--- src/rtl/perf_counter_bank.sv ---
// perf_counter_bank: a bank of cycle/event counters with per-channel clear,
// wrap or saturate overflow handling, sticky overflow flags and a one-deep
// request/acknowledge read port. Channel 0 counts non-halted cycles.
module perf_counter_bank #(
    parameter int WIDTH    = 16,
    parameter int CHANNELS = 4,
    parameter int SATURATE = 0
) (
    input  logic                                               CLK,
    input  logic                                               start_n,
    input  logic                                               halt,
    input  logic [CHANNELS-1:0]                                evt_en,
    input  logic [CHANNELS-1:0]                                clr,
    input  logic                                               rd_req,
    input  logic [((CHANNELS > 1) ? $clog2(CHANNELS) : 1)-1:0] rd_sel,
    output logic                                               rd_ack,
    output logic [WIDTH-1:0]                                   rd_data,
    output logic                                               rd_ovf,
    output logic [CHANNELS-1:0]                                ovf
);

    localparam int SEL_W = (CHANNELS > 1) ? $clog2(CHANNELS) : 1;
    localparam logic [WIDTH-1:0] MAX_COUNT = '1;
    localparam logic [WIDTH-1:0] ONE       = {{(WIDTH-1){1'b0}}, 1'b1};

    typedef enum logic {
        IDLE,
        ACK
    } rd_state_t;

    logic [WIDTH-1:0] count [CHANNELS];

    rd_state_t        state;
    rd_state_t        state_next;
    logic             capture;
    logic [WIDTH-1:0] sel_data;
    logic             sel_ovf;

    // Counter bank: clear beats halt, halt beats increment; overflow is sticky.
    always_ff @(posedge CLK) begin
        if (!start_n) begin
            for (int unsigned i = 0; i < CHANNELS; i++) begin
                count[i] <= '0;
            end
            ovf <= '0;
        end else begin
            for (int unsigned i = 0; i < CHANNELS; i++) begin
                if (clr[i]) begin
                    count[i] <= '0;
                    ovf[i]   <= 1'b0;
                end else if (!halt && (i == 0 || evt_en[i])) begin
                    if (count[i] == MAX_COUNT) begin
                        ovf[i]   <= 1'b1;
                        count[i] <= (SATURATE != 0) ? MAX_COUNT : '0;
                    end else begin
                        count[i] <= count[i] + ONE;
                    end
                end
            end
        end
    end

    // Read FSM next state and selection of the pre-update count/flag to capture.
    always_comb begin
        state_next = IDLE;
        capture    = 1'b0;
        sel_data   = '0;
        sel_ovf    = 1'b0;
        case (state)
            IDLE: begin
                if (rd_req) begin
                    capture    = 1'b1;
                    state_next = ACK;
                end
            end
            ACK:     state_next = IDLE;
            default: state_next = IDLE;
        endcase
        // Out-of-range selects match no channel and therefore capture zero.
        for (int unsigned i = 0; i < CHANNELS; i++) begin
            if (rd_sel == SEL_W'(i)) begin
                sel_data = count[i];
                sel_ovf  = ovf[i];
            end
        end
    end

    // Read FSM state and registered read outputs.
    always_ff @(posedge CLK) begin
        if (!start_n) begin
            state   <= IDLE;
            rd_ack  <= 1'b0;
            rd_data <= '0;
            rd_ovf  <= 1'b0;
        end else begin
            state  <= state_next;
            rd_ack <= (state_next == ACK);
            if (capture) begin
                rd_data <= sel_data;
                rd_ovf  <= sel_ovf;
            end
        end
    end

endmodule

--- config.mk ---
export PLATFORM = sky130hd
export DESIGN_NAME = perf_counter_bank
export DESIGN_NICKNAME = d
export VERILOG_FILES = /design/src/rtl/perf_counter_bank.sv
export SDC_FILE = /design/constraint.sdc
export NUM_CORES = 1
export LEC_CHECK = 0
export CORE_ASPECT_RATIO = 1.25
export CORE_MARGIN = 2
export CORE_UTILIZATION = 25
export CTS_CLUSTER_DIAMETER = 80
export DETAILED_ROUTE_END_ITERATION = 6
export GPL_TIMING_DRIVEN = 0
export PLACE_DENSITY = 0.38
export SETUP_SLACK_MARGIN = 0.02
export SYNTH_ARGS = -nofsm -noshare
export SYNTH_HDL_FRONTEND = slang
export SYNTH_SLANG_ARGS = --single-unit
--- constraint.sdc ---
create_clock -name CLK -period 2.6 [get_ports CLK]
set_clock_uncertainty 0.15 [all_clocks]
set_input_delay 0.52 -clock CLK [delete_from_list [all_inputs] [get_ports CLK]]
set_output_delay 0.52 -clock CLK [all_outputs]
set_load 0.05 [all_outputs]
==> reports/qor.csv, run 1 <==
stage;metric;value;unit
sta;hold-worst-slack;0.3126;ns
clocking;cts_setup_buffers;0;
cells_and_area;final_cell_mix;nor2_1, edfxtp_1, nand2_1;
worst_setup_path;arrival;2.45;ns
synthesis;synthMuxAreaShare;0.08238;
global_routing;grt-ovfl-total;0;
run_status;outcome;finished clean;
route;dr.pass1.iters;4;
sta;fin_ws;0.2137;ns
global_routing;grt_pass1_vias;3431;
synthesis;yosys.area_share.adder;0.01066;
route;ant_nets;0;
floorplan;die-height;157.2;um
synthesis;ys.flop_type;edfxtp_1;
synthesis;synth_top_family_by_area;simple AND/OR/NAND/NOR gates;
synthesis;ys_types;41;
cells_and_area;layout-drive-gt1-share;0.1052;
worst_setup_path;slowest_stage;clkdlybuf4s50_1;
synthesis;yosys_warnings;0;
clocking;cts_tree;done;
global_routing;grt_pass1_wl;20800;um
place;dp_worst_setup_slack;-0.4743;ns
synthesis;netlist_instances;437;
place;place_congestion;0.8173;
sta;hold_violations;0;
route;route.met2.wl;6533;um
worst_setup_path;start_kind;input pin;
power;p_int;2.289;mW
synthesis;synth-edff-count;64;
floorplan;initial_core_util;0.2528;
cells_and_area;syn_to_final_growth;18.90;%
floorplan;die_w;126.6;um
route;drc;0;
power;clkPwrFrac;0.386;
clocking;clk_latency;0.35;ns
min_path;hold_class;register to register;
synthesis;synth.avg_cell_area;10.74;um2
floorplan;die_area;19890;um2
synthesis;syn-cell-area;4693;um2
sta;min_period;2.386;ns
synthesis;async_flop_share;0;
worst_setup_path;crit_fanout;10;
route;viasPerCell;4.812;
power;p_total;3.100;mW
cells_and_area;fin_nets;498;
global_routing;track_usage;0.1424;
sta;relSlewSlack;0.3904;
sta;min_period_over_period;0.9178;
cells_and_area;final_area;5580;um2
clocking;cts_root_buf;clkbuf_16;
power;comb_power_share;0.088;
worst_setup_path;end_kind;register;
clocking;cts_num_sinks;86;
clocking;clockBufferDepth;2;
place;io_buffers;32;
place;dpl.hpwl;9995;um
synthesis;synthXorXnorAreaFrac;0.09891;
route;drt_iter0_markers;178;
power;p_leak;1.758;nW
worst_setup_path;rr_worst_depth;6;
floorplan;rows;56;
clocking;cts_made_buffers;9;
sta;rsz0062_at_grt;no;
clocking;htreeDepth;3;
power;p_seq_frac;0.526;
route;m1WireLength;6066;um
route;vias;3450;
synthesis;synth-simple-area-share;0.2210;
global_routing;antenna_found_initial;0;
cells_and_area;insertedDiodeCount;0;
sta;worstMarginPinSlew;0.9142;ns
place;place_area;5315;um2
min_path;hold_depth;2;
sta;fmax;419.1;MHz
worst_setup_path;path_class;input pin to register;
global_routing;grt_start_max_net_pins;17;
synthesis;synth-compound-area-share;0.05145;
route;top_layer;met4;
clocking;clk_pin_slew_worst_paths;0.07;ns
route;routed_wl;13300;um
route;wl_met3;382;um
floorplan;fp.coreArea;18570;um2
power;ir_drop;0.2622;mV
power;power_density;555.6;nW/um2
route;routedWlPerCell;18.54;um
synthesis;ys_ff_latch;86;
sta;setup_tns;0;ns
synthesis;yosysSeqAreaShare;0.5033;
worst_setup_path;critical-path-max-stage-delay;0.71;ns
power;swShare;0.2616;
sta;final-max-slew-violation-count;0;
cells_and_area;layout_commonest_cell;nor2_1;
job;maxCapViolCount;0;
floorplan;ios;36;
worst_setup_path;path_cells;clkdlybuf4s50_1 -> nor2b_4 -> nand3b_1 -> a41o_1 -> buf_4 -> nor2_1;
worst_setup_path;required;2.66;ns
synthesis;syn-num-nets;455;
power;switchingPower;811.1;uW
sta;finalSetupViolations;0;
[power by group through the flow]
stage | sequential (mW) | combinational (mW) | clock [mW]
floorplan | 1.65 | 0.154 | 0
global placement | 1.66 | 0.272 | 0
detailed placement | 1.66 | 0.274 | 0
CTS | 1.63 | 0.277 | 1.23
global route | 1.64 | 0.299 | 1.28
finish | 1.63 | 0.273 | 1.20
[cells by family (layout without fill, tap and decap cells)]
group | count (synthesis) | in the layout
flip-flops | 86 | 86
multiplexers | 17 | 17
AO/OA/AOI/OAI | 34 | 34
AND/OR/NAND/NOR | 209 | 209
buffers and inverters | 34 | 82
adder cells (fa/ha/maj) | 4 | 4
XOR/XNOR | 53 | 53
[cells in the mapped netlist (2+ instances only)]
cell type,count,share of area
and3_1,3,0.0040
a21boi_0,17,0.027
buf_4,3,0.0048
nand2b_1,2,0.0027
nand3_2,2,0.0043
ha_1,4,0.011
edfxtp_1,64,0.41
mux4_2,16,0.077
dfxtp_1,22,0.094
xnor2_1,42,0.078
nor4_1,10,0.013
nand2_1,53,0.042
nor2b_1,6,0.0080
o21ai_0,8,0.0085
xor2_1,11,0.021
nand3_1,19,0.020
inv_1,19,0.015
and4_1,4,0.0075
buf_2,4,0.0043
nand3b_1,3,0.0048
a41o_1,2,0.0043
nand4_1,14,0.019
a21o_1,2,0.0032
nor4_4,2,0.0091
nor3_1,13,0.014
clkbuf_1,7,0.0056
nor2_1,71,0.057
[what timing repair did]
item,4_1_cts,5_1_grt
hold endpoints to repair,0,0
gates resized for setup,1,1
hold buffers,0,0
endpoints found under the setup margin,10,8
[sequential cells by signal, indices dropped and copies added, names as in the netlist]
register,flops
count,64
ovf,4
rd_ovf,1
state,1
rd_data,16
[worst max-delay path: cells and delay by family]
| family | cells | cell delay (ns) |
|---|---|---|
| AO/OA/AOI/OAI | 1 | 0.34 |
| buffers and inverters | 2 | 0.91 |
| AND/OR/NAND/NOR | 3 | 0.67 |
[through the flow]
stage	util	instances
after global routing	0.3005	717
after floorplan	-	437
after CTS	0.3003	717
after global placement	0.2856	701
final	0.3005	717
after detailed placement	0.2863	701
[metal layers]
layer / global-route usage / vias up
met5: 0 / -
met4: 0.06279 / 0
met3: 0.02141 / 18
met2: 0.2345 / 81
met1: 0.1854 / 1702
li1: - / 1649
[cell type report]
cell class                      count  area (um2)
Tap cell                          232       290.3
Timing Repair Buffer               32       320.3
Buffer                             15       80.08
Multi-Input combinational cell    317        2198
Fill cell                        1914       12990
Clock buffer                       10       229.0
Clock inverter                      6       28.78
Sequential cell                    86        2362
Inverter                           19       71.32
[worst paths after layout]
kind / endpoint / start / slack (ns)
hold / removal: rd_data[13] / rd_data[13] / 0.31
hold reg to reg: rd_data[13] / rd_data[13] / 0.31
setup reg to reg: count[3][12] / count[3][0] / 0.27
setup / recovery: count[1][12] / halt / 0.21
Power figures use the tool's default switching activity.
==> run 2, diff against run 1 <==
--- a/config.mk
+++ b/config.mk
@@ -13,6 +13,8 @@
 export GPL_TIMING_DRIVEN = 0
 export PLACE_DENSITY = 0.38
 export SETUP_SLACK_MARGIN = 0.02
+export SLEW_MARGIN = 20
 export SYNTH_ARGS = -nofsm -noshare
 export SYNTH_HDL_FRONTEND = slang
 export SYNTH_SLANG_ARGS = --single-unit
+export TNS_END_PERCENT = 50
==> reports/qor.csv, run 2 (same netlist as run 1, synthesis figures left out) <==
stage;metric;value;unit;change
route;viasPerCell;4.718;;-1.9%
min_path;min_from;rd_data[12];;
worst_setup_path;arrival;2.42;ns;-0.03 ns
min_path;hold_depth;2;;unchanged
route;drt_iter0_markers;252;;+42%
worst_setup_path;path_cells;clkdlybuf4s50_1 -> nor2b_4 -> nand3b_1 -> a41o_1 -> buf_4 -> nor2_1;;
cells_and_area;reg_top3;count (64), rd_data (16), ovf (4);;
floorplan;rows;56;;unchanged
sta;fmax;422.3;MHz;+0.77%
clocking;cts_tree;done;;
cells_and_area;final_cell_mix;nor2_1, edfxtp_1, nand2_1;;
sta;hold-worst-slack;0.3193;ns;+0.006677 ns
floorplan;die-height;157.2;um;unchanged
route;drc;0;;unchanged
power;power_density;581.0;nW/um2;+4.6%
clocking;cts_setup_buffers;0;;unchanged
worst_setup_path;end_kind;register;;
floorplan;initial_core_util;0.2528;;unchanged
sta;min_period_over_period;0.9108;;-0.006997
worst_setup_path;r2r_end;count[3][11];;
global_routing;track_usage;0.1405;;-0.001897
global_routing;grt_start_max_net_pins;17;;unchanged
route;m1WireLength;6058;um;-0.13%
worst_setup_path;required;2.66;ns;about the same
route;routedWlPerCell;18.34;um;-1.1%
clocking;clockBufferDepth;2;;unchanged
sta;worstMarginPinSlew;0.7509;ns;-0.1633 ns
sta;fin_ws;0.2319;ns;+0.01819 ns
route;route.met2.wl;6489;um;-0.67%
worst_setup_path;start_kind;input pin;;
global_routing;grt_pass1_wl;20560;um;-1.1%
floorplan;fp.coreArea;18570;um2;unchanged
route;vias;3397;;-1.5%
sta;rsz0062_at_grt;no;;
clocking;clk_latency;0.35;ns;about the same
run_status;outcome;finished clean;;
route;top_layer;met4;;
sta;hold_violations;0;;unchanged
route;wl_met3;375;um;-1.8%
global_routing;grt-ovfl-total;0;;unchanged
route;routed_wl;13200;um;-0.68%
sta;min_period;2.368;ns;-0.01819 ns
min_path;hold_class;register to register;;
floorplan;ios;36;;unchanged
worst_setup_path;r2r_slack;0.26;ns;about the same
cells_and_area;syn_to_final_growth;20.90;%;
clocking;htreeDepth;3;;unchanged
cells_and_area;layout_commonest_cell;nor2_1;;
clocking;cts_num_sinks;86;;unchanged
power;p_leak;1.807;nW;+2.8%
global_routing;antenna_found_initial;0;;unchanged
job;maxCapViolCount;0;;unchanged
worst_setup_path;rr_worst_depth;6;;unchanged
worst_setup_path;r2r-start;count[3][1];;
global_routing;grt_pass1_vias;3363;;-2.0%
cells_and_area;largest_reg_flops;64;;unchanged
cells_and_area;insertedDiodeCount;0;;unchanged
clocking;cts_root_buf;clkbuf_16;;
cells_and_area;utilization;0.3056;;+0.005054
sta;final-max-slew-violation-count;0;;unchanged
place;place_congestion;0.8173;;unchanged
power;ir_drop;0.2730;mV;+4.1%
clocking;cts_made_buffers;9;;unchanged
route;dr.pass1.iters;4;;unchanged
route;ant_nets;0;;unchanged
cells_and_area;n_fill_cell;1902;;-0.63%
power;p_total;3.297;mW;+6.3%
cells_and_area;layout-drive-gt1-share;0.1127;;+0.007550
place;dpl.hpwl;10050;um;+0.55%
cells_and_area;top_register;count;;
worst_setup_path;slowest_stage;clkdlybuf4s50_1;;
worst_setup_path;path_class;input pin to register;;
worst_setup_path;crit_fanout;10;;unchanged
floorplan;die_w;126.6;um;unchanged
cells_and_area;fin_nets;501;;+0.60%
sta;finalSetupViolations;0;;unchanged
min_path;hold_end;rd_data[12];;
floorplan;die_area;19890;um2;unchanged
clocking;clk_pin_slew_worst_paths;0.06;ns;about the same
worst_setup_path;critical-path-max-stage-delay;0.69;ns;-0.02 ns
place;io_buffers;32;;unchanged
place;dp_worst_setup_slack;-0.4304;ns;+0.04387 ns
sta;relSlewSlack;0.4982;;+0.1078
## run 2: power breakdown
part           leakage, nW  total, mW  internal [mW]  switching [mW]
clock                0.151       1.39          0.837           0.550
combinational        0.746      0.280          0.125           0.156
sequential           0.911       1.63           1.53          0.0947
total                 1.81       3.30           2.50           0.801
## run 2: what timing repair did
item / in CTS / in global routing
gates resized for setup: 1 / 1
setup endpoints to repair: 10 / 6
hold buffers: 0 / 0
## run 2: layer usage
| metal | global-route usage | vias up |
|---|---|---|
| li1 | - | 1654 |
| met1 | 0.1832 | 1665 |
| met2 | 0.2340 | 62 |
| met3 | 0.02651 | 16 |
| met4 | 0.04762 | 0 |
| met5 | 0 | - |
## run 2: layout make-up
type | instances | area (um2) | area share
Multi-Input combinational cell | 317 | 2198 | 0.3874
Timing Repair Buffer | 35 | 365.4 | 0.06439
Tap cell | 232 | 290.3 | 0.05116
Sequential cell | 86 | 2362 | 0.4163
Buffer | 15 | 80.08 | 0.01411
Clock inverter | 5 | 73.82 | 0.01301
Clock buffer | 11 | 232.7 | 0.04101
Inverter | 19 | 71.32 | 0.01257
## run 2: worst max path at each step
stage | start | to | cells past startpoint
2_1_floorplan | evt_en[1] | count[1][0] | 2
3_3_place_gp | halt | count[1][1] | 2
3_5_place_dp | halt | count[1][5] | 6
4_1_cts | halt | count[1][5] | 6
5_1_grt | halt | count[1][12] | 6
6_report | halt | count[1][12] | 6
## run 2: worst max-delay path: cells and delay by family
family                 cells  cell delay [ns]
and+or+nand+nor            3             0.66
buffers and inverters      2             0.89
AOI/OAI and AO/OA          1             0.34
## run 2: per-stage QoR
stage          area [um2]  instances  setup TNS [ns]
2_1_floorplan        4693        437               0
3_3_place_gp         5304        701          -60.38
3_5_place_dp         5360        704          -9.914
4_1_cts              5669        720               0
5_1_grt              5674        720               0
6_report             5674        720               0
==> run 3, diff against run 2 <==
--- a/config.mk
+++ b/config.mk
@@ -8,7 +8,6 @@
 export CORE_ASPECT_RATIO = 1.25
 export CORE_MARGIN = 2
 export CORE_UTILIZATION = 25
-export CTS_CLUSTER_DIAMETER = 80
 export DETAILED_ROUTE_END_ITERATION = 6
 export GPL_TIMING_DRIVEN = 0
 export PLACE_DENSITY = 0.38
==> results of run 3 <==
Same layout as run 2: the final DEF is identical, and so are final timing and power.
